### src/rtl/id_exe_ctrl.sv
// ID-stage control decode plus the ID/EXE pipeline register.
// Decodes the opcode into ALU/memory/writeback/branch controls, detects
// load-use hazards against the instruction in EXE, and inserts bubbles on
// stall, flush or an empty IF/ID slot.
module id_exe_ctrl #(
    parameter int unsigned OPC_LEN      = 6,
    parameter int unsigned REG_ADDR_LEN = 5,
    parameter int unsigned EXE_CMD_LEN  = 4
) (
    input  logic                    clk,
    input  logic                    rst,
    input  logic                    instr_valid,
    input  logic [OPC_LEN-1:0]      opcode,
    input  logic [REG_ADDR_LEN-1:0] src1,
    input  logic [REG_ADDR_LEN-1:0] src2,
    input  logic [REG_ADDR_LEN-1:0] dest_in,
    input  logic                    flush,
    input  logic                    exe_mem_r_en,
    input  logic [REG_ADDR_LEN-1:0] exe_dest,
    output logic                    stall,
    output logic [EXE_CMD_LEN-1:0]  exe_cmd,
    output logic                    mem_r_en,
    output logic                    mem_w_en,
    output logic                    wb_en,
    output logic                    is_imm,
    output logic [1:0]              br_type,
    output logic [REG_ADDR_LEN-1:0] dest_out,
    output logic                    valid_out
);

    localparam logic [OPC_LEN-1:0] OP_ADD  = 6'b000001;
    localparam logic [OPC_LEN-1:0] OP_SUB  = 6'b000011;
    localparam logic [OPC_LEN-1:0] OP_AND  = 6'b000101;
    localparam logic [OPC_LEN-1:0] OP_OR   = 6'b000110;
    localparam logic [OPC_LEN-1:0] OP_NOR  = 6'b000111;
    localparam logic [OPC_LEN-1:0] OP_XOR  = 6'b001000;
    localparam logic [OPC_LEN-1:0] OP_SLA  = 6'b001001;
    localparam logic [OPC_LEN-1:0] OP_SLL  = 6'b001010;
    localparam logic [OPC_LEN-1:0] OP_SRA  = 6'b001011;
    localparam logic [OPC_LEN-1:0] OP_SRL  = 6'b001100;
    localparam logic [OPC_LEN-1:0] OP_ADDI = 6'b100000;
    localparam logic [OPC_LEN-1:0] OP_SUBI = 6'b100001;
    localparam logic [OPC_LEN-1:0] OP_LD   = 6'b100100;
    localparam logic [OPC_LEN-1:0] OP_ST   = 6'b100101;
    localparam logic [OPC_LEN-1:0] OP_BEZ  = 6'b101000;
    localparam logic [OPC_LEN-1:0] OP_BNE  = 6'b101001;
    localparam logic [OPC_LEN-1:0] OP_JMP  = 6'b101010;

    localparam logic [EXE_CMD_LEN-1:0] CMD_ADD = 4'b0000;
    localparam logic [EXE_CMD_LEN-1:0] CMD_SUB = 4'b0010;
    localparam logic [EXE_CMD_LEN-1:0] CMD_AND = 4'b0100;
    localparam logic [EXE_CMD_LEN-1:0] CMD_OR  = 4'b0101;
    localparam logic [EXE_CMD_LEN-1:0] CMD_NOR = 4'b0110;
    localparam logic [EXE_CMD_LEN-1:0] CMD_XOR = 4'b0111;
    localparam logic [EXE_CMD_LEN-1:0] CMD_SHL = 4'b1000;
    localparam logic [EXE_CMD_LEN-1:0] CMD_SRA = 4'b1001;
    localparam logic [EXE_CMD_LEN-1:0] CMD_SRL = 4'b1010;

    logic [EXE_CMD_LEN-1:0] dec_cmd;
    logic                   dec_imm;
    logic                   dec_rd;
    logic                   dec_wr;
    logic                   dec_wb;
    logic [1:0]             dec_br;
    logic                   use_src1;
    logic                   use_src2;
    logic                   load_instr;

    // Opcode decode; unlisted opcodes fall through as a NOP with no source use.
    always_comb begin
        dec_cmd  = CMD_ADD;
        dec_imm  = 1'b0;
        dec_rd   = 1'b0;
        dec_wr   = 1'b0;
        dec_wb   = 1'b0;
        dec_br   = 2'b00;
        use_src1 = 1'b0;
        use_src2 = 1'b0;
        case (opcode)
            OP_ADD, OP_SUB, OP_AND, OP_OR, OP_NOR,
            OP_XOR, OP_SLA, OP_SLL, OP_SRA, OP_SRL: begin
                dec_wb   = 1'b1;
                use_src1 = 1'b1;
                use_src2 = 1'b1;
                case (opcode)
                    OP_SUB:         dec_cmd = CMD_SUB;
                    OP_AND:         dec_cmd = CMD_AND;
                    OP_OR:          dec_cmd = CMD_OR;
                    OP_NOR:         dec_cmd = CMD_NOR;
                    OP_XOR:         dec_cmd = CMD_XOR;
                    OP_SLA, OP_SLL: dec_cmd = CMD_SHL;
                    OP_SRA:         dec_cmd = CMD_SRA;
                    OP_SRL:         dec_cmd = CMD_SRL;
                    default:        dec_cmd = CMD_ADD;
                endcase
            end
            OP_ADDI: begin
                dec_imm  = 1'b1;
                dec_wb   = 1'b1;
                use_src1 = 1'b1;
            end
            OP_SUBI: begin
                dec_cmd  = CMD_SUB;
                dec_imm  = 1'b1;
                dec_wb   = 1'b1;
                use_src1 = 1'b1;
            end
            OP_LD: begin
                dec_imm  = 1'b1;
                dec_rd   = 1'b1;
                dec_wb   = 1'b1;
                use_src1 = 1'b1;
            end
            OP_ST: begin
                dec_imm  = 1'b1;
                dec_wr   = 1'b1;
                use_src1 = 1'b1;
                use_src2 = 1'b1;
            end
            OP_BEZ: begin
                dec_br   = 2'b01;
                use_src1 = 1'b1;
            end
            OP_BNE: begin
                dec_br   = 2'b10;
                use_src1 = 1'b1;
                use_src2 = 1'b1;
            end
            OP_JMP: begin
                dec_br   = 2'b11;
            end
            default: begin
            end
        endcase
    end

    // Load-use hazard: r0 never creates a dependency, and a flush squashes ID anyway.
    always_comb begin
        stall = instr_valid && exe_mem_r_en && (exe_dest != '0) && !flush &&
                ((use_src1 && (src1 == exe_dest)) || (use_src2 && (src2 == exe_dest)));
    end

    assign load_instr = instr_valid && !flush && !stall;

    // ID/EXE register: decoded controls for a live instruction, otherwise a bubble.
    always_ff @(posedge clk or negedge rst) begin
        if (!rst) begin
            exe_cmd   <= '0;
            mem_r_en  <= 1'b0;
            mem_w_en  <= 1'b0;
            wb_en     <= 1'b0;
            is_imm    <= 1'b0;
            br_type   <= 2'b00;
            dest_out  <= '0;
            valid_out <= 1'b0;
        end else if (load_instr) begin
            exe_cmd   <= dec_cmd;
            mem_r_en  <= dec_rd;
            mem_w_en  <= dec_wr;
            wb_en     <= dec_wb && (dest_in != '0);
            is_imm    <= dec_imm;
            br_type   <= dec_br;
            dest_out  <= dest_in;
            valid_out <= 1'b1;
        end else begin
            exe_cmd   <= '0;
            mem_r_en  <= 1'b0;
            mem_w_en  <= 1'b0;
            wb_en     <= 1'b0;
            is_imm    <= 1'b0;
            br_type   <= 2'b00;
            dest_out  <= '0;
            valid_out <= 1'b0;
        end
    end

endmodule

### config.mk
export PLATFORM = sky130hd
export DESIGN_NAME = id_exe_ctrl
export DESIGN_NICKNAME = d
export VERILOG_FILES = /design/src/rtl/id_exe_ctrl.sv
export SDC_FILE = /design/constraint.sdc
export NUM_CORES = 1
export LEC_CHECK = 0
export ABC_AREA = 1
export BUFFER_PORTS_ARGS = -buffer_cell sky130_fd_sc_hd__buf_2
export CAP_MARGIN = 20
export CORE_MARGIN = 5
export CORE_UTILIZATION = 50
export DETAILED_ROUTE_END_ITERATION = 10
export GPL_ROUTABILITY_DRIVEN = 0
export PLACE_DENSITY = 0.93
export SLEW_MARGIN = 20
export SYNTH_ARGS = -nofsm -noshare
export SYNTH_HDL_FRONTEND = slang
export SYNTH_SLANG_ARGS = --single-unit
### constraint.sdc
create_clock -name clk -period 3.9 [get_ports clk]
set_input_delay 0.975 -clock clk [delete_from_list [all_inputs] [get_ports clk]]
set_output_delay 0.975 -clock clk [all_outputs]
set_load 0.005 [all_outputs]
==> results.json <==
{
  "cts_sinks": 16,
  "synthTopCellsByArea": "dfrtp_1 33%, nor2_4 10%, nand2_1 6.5%",
  "grt_pass1_wl_um": 3926,
  "design.portCount": 48,
  "hold_violations": 0,
  "post-route-period-util_pct": 83.84,
  "htree_levels": 1,
  "synth-simple-area-share_pct": 38.57,
  "synth-compound-area-share_pct": 6.133,
  "syn_area_per_cell_um2": 8.078,
  "netlist_instances": 149,
  "area_growth_pct": 22.45,
  "ctsResizeCount": 0,
  "setup_viol": 0,
  "cts_buffer_depth": 2,
  "ir_worst_vdd_v": 0.0001771,
  "start_util_pct": 53.39,
  "ys_top_cells_by_count": "21 x nand2_1, 20 x inv_1, 19 x nor2_1, 16 x dfrtp_1, 13 x nand3_1",
  "worstMarginPinSlew_ps": 381.2,
  "root_buffer": "clkbuf_4",
  "min_path_type": "in2async",
  "grt_pass1_vias": 1024,
  "dp_hpwl_um": 2032,
  "synth_flop_cell": "dfrtp_1",
  "clk_pin_slew_ps": 80,
  "powerDensity_nw_per_um2": 243.2,
  "grt_usage_pct": 14.14,
  "yosys_warnings": 0,
  "drive_gt1_share_pct": 40.10,
  "synth-xor-area-share_pct": 5.821,
  "vias": 1064,
  "slew_headroom_pct": 74.32,
  "p_sw_mw": 0.09838,
  "crit_slowest_cell": "ha_1",
  "worst-path-buf-inv": 4,
  "tns_ps": 0,
  "final_net_count": 234,
  "p_leak_nw": 0.8411,
  "dieArea_um2": 3489,
  "route.detailed.drc": 0,
  "dr.first_iter.drc_count": 17,
  "fin_crit_ps": 3270,
  "yosysTopAreaCell": "dfrtp_1",
  "critical_path_required_ps": 2920,
  "routedWlPerCell_um": 10.52,
  "async_reset_ff_share_pct": 100.0,
  "ys_types": 27,
  "status": "complete, no violations",
  "slew_violations": 0,
  "vias_per_cell": 4.729,
  "cp_common_cell": "nand2_1",
  "core_area_um2": 2255,
  "path_class": "in2out",
  "finalWirelength_um": 2368,
  "synth.yosys.seq_area_share_pct": 33.26,
  "slowest_delay_ps": 270,
  "grt_start_max_net_pins": 17,
  "pwr-share-seq_pct": 47.5,
  "cts_setup_buffers": 0,
  "numCtsBuffers": 3,
  "port_buffers": 47,
  "drt_pass1_iterations": 4,
  "cts_tree": "built",
  "synth_top_family_by_area": "simple AND/OR/NAND/NOR gates",
  "total_power_mw": 0.3584,
  "synth-adder-area-share_pct": 5.198,
  "antenna_cells": 0,
  "synth_nets": 185,
  "synth_area_um2": 1204,
  "ys_seq_elements": 16,
  "holdBufCountCts": 0,
  "start_kind": "input port",
  "path_max_fanout": 6,
  "grt-ovfl-total": 0,
  "synth_most_common_cell": "nand2_1",
  "p_int_mw": 0.2600,
  "swShare_pct": 27.45,
  "rows": 17,
  "netlist.area_leader.share_pct": 33.26,
  "ant_nets": 0,
  "synth_edf_count": 0,
  "p_comb_share_pct": 23.5,
  "dieHeight_um": 59.07,
  "cp_cell_sequence": "buf_2 > inv_1 > ha_1 > nand3_1 > nor2_1 > nor2_2 > nand2_1 > nor2_2 > nand2_1 > nand2_1 > nand2_2 > nand2_4 > inv_1 > buf_2",
  "synthMuxAreaShare_pct": 0,
  "critical_path_arrival_ps": 2290,
  "rsz0062_at_grt": "no",
  "drv_cap": 0,
  "antenna_found_initial": 0,
  "p_clk_share_pct": 29.0,
  "fmax_ghz": 0.3058,
  "die_w_um": 59.07,
  "cp_top_family": "simple AND/OR/NAND/NOR gates",
  "whs_ps": 579.7,
  "fin_util_pct": 65.37,
  "endpoint_kind": "output port"
}
## state kept, by name, summed over array words and instances (netlist names)
| name | cells |
|---|---|
| mem_r_en | 1 |
| mem_w_en | 1 |
| exe_cmd | 4 |
| br_type | 2 |
| is_imm | 1 |
| dest_out | 5 |
| valid_out | 1 |
| wb_en | 1 |
## path summary, 6_finish.rpt
path	slack, ps	end	from	depth (start not counted)
hold / removal	580	mem_r_en	rst	1
min in group clk	950	dest_out[3]	dest_in[3]	3
setup / recovery	630	stall	opcode[0]	14
max in group asynchronous	3070	br_type[1]	rst	1
## area by class of cell
cell class | count | area (µm²)
well taps | 28 | 35.03
fillers | 212 | 780.7
flip-flops and latches | 16 | 400.4
inverters | 25 | 96.34
clock buffers | 4 | 36.28
repair buffers | 47 | 235.2
multi-input cells | 105 | 670.6
## cells in the final DEF (no fill, tap or decap)
cell type  count
buf_2         47
nand2_1       21
inv_1         20
nor2_1        19
dfrtp_1       16
nand3_1       13
nor2_4        11
o21ai_0        5
ha_1           5
inv_2          4
o211ai_1       4
xor2_1         4
xnor2_1        4
nand2_4        3
nand3_2        3
nor2_2         3
clkbuf_4       3
or2_2          2
nor3_1         2
inv_4          1
nor3b_1        1
o21ai_1        1
nand2_2        1
o21a_1         1
nand4_1        1
o22ai_1        1
clkbuf_8       1
## through the flow
| step | instance area (µm²) | setup slack [ps] | instances |
|---|---|---|---|
| floorplan | 1204 | 940.4 | 149 |
| global placement | 1438 | 631.0 | 221 |
| detailed placement | 1438 | 619.4 | 221 |
| CTS | 1474 | 618.9 | 225 |
| global route | 1474 | 419.6 | 225 |
| finish | 1474 | 630.2 | 225 |
## kinds of logic (layout without fill, tap and decap cells)
family | Yosys count | count (layout)
buffers and inverters | 28 | 76
adder cells (fa/ha/maj) | 5 | 5
AND/OR/NAND/NOR | 80 | 80
XOR/XNOR | 8 | 8
AO/OA/AOI/OAI | 12 | 12
flip-flops | 16 | 16
## routing by layer
metal  track usage [%]  share of wire (%)  vias up
met1             16.44                 39      457
li1                  -                  -      554
met5                 0                  0        -
met3             2.397                 12        3
met4             4.531                1.1        0
met2             26.03                 48       50
## power by group through the flow
stage / clock [mW] / sequential (mW) / combinational [mW]
finish: 0.104 / 0.170 / 0.0843
global route: 0.113 / 0.170 / 0.0950
CTS: 0.107 / 0.170 / 0.0851
detailed placement: 0 / 0.173 / 0.0846
global placement: 0 / 0.173 / 0.0829
floorplan: 0 / 0.174 / 0.0538
(Power assumes the default switching activity.)
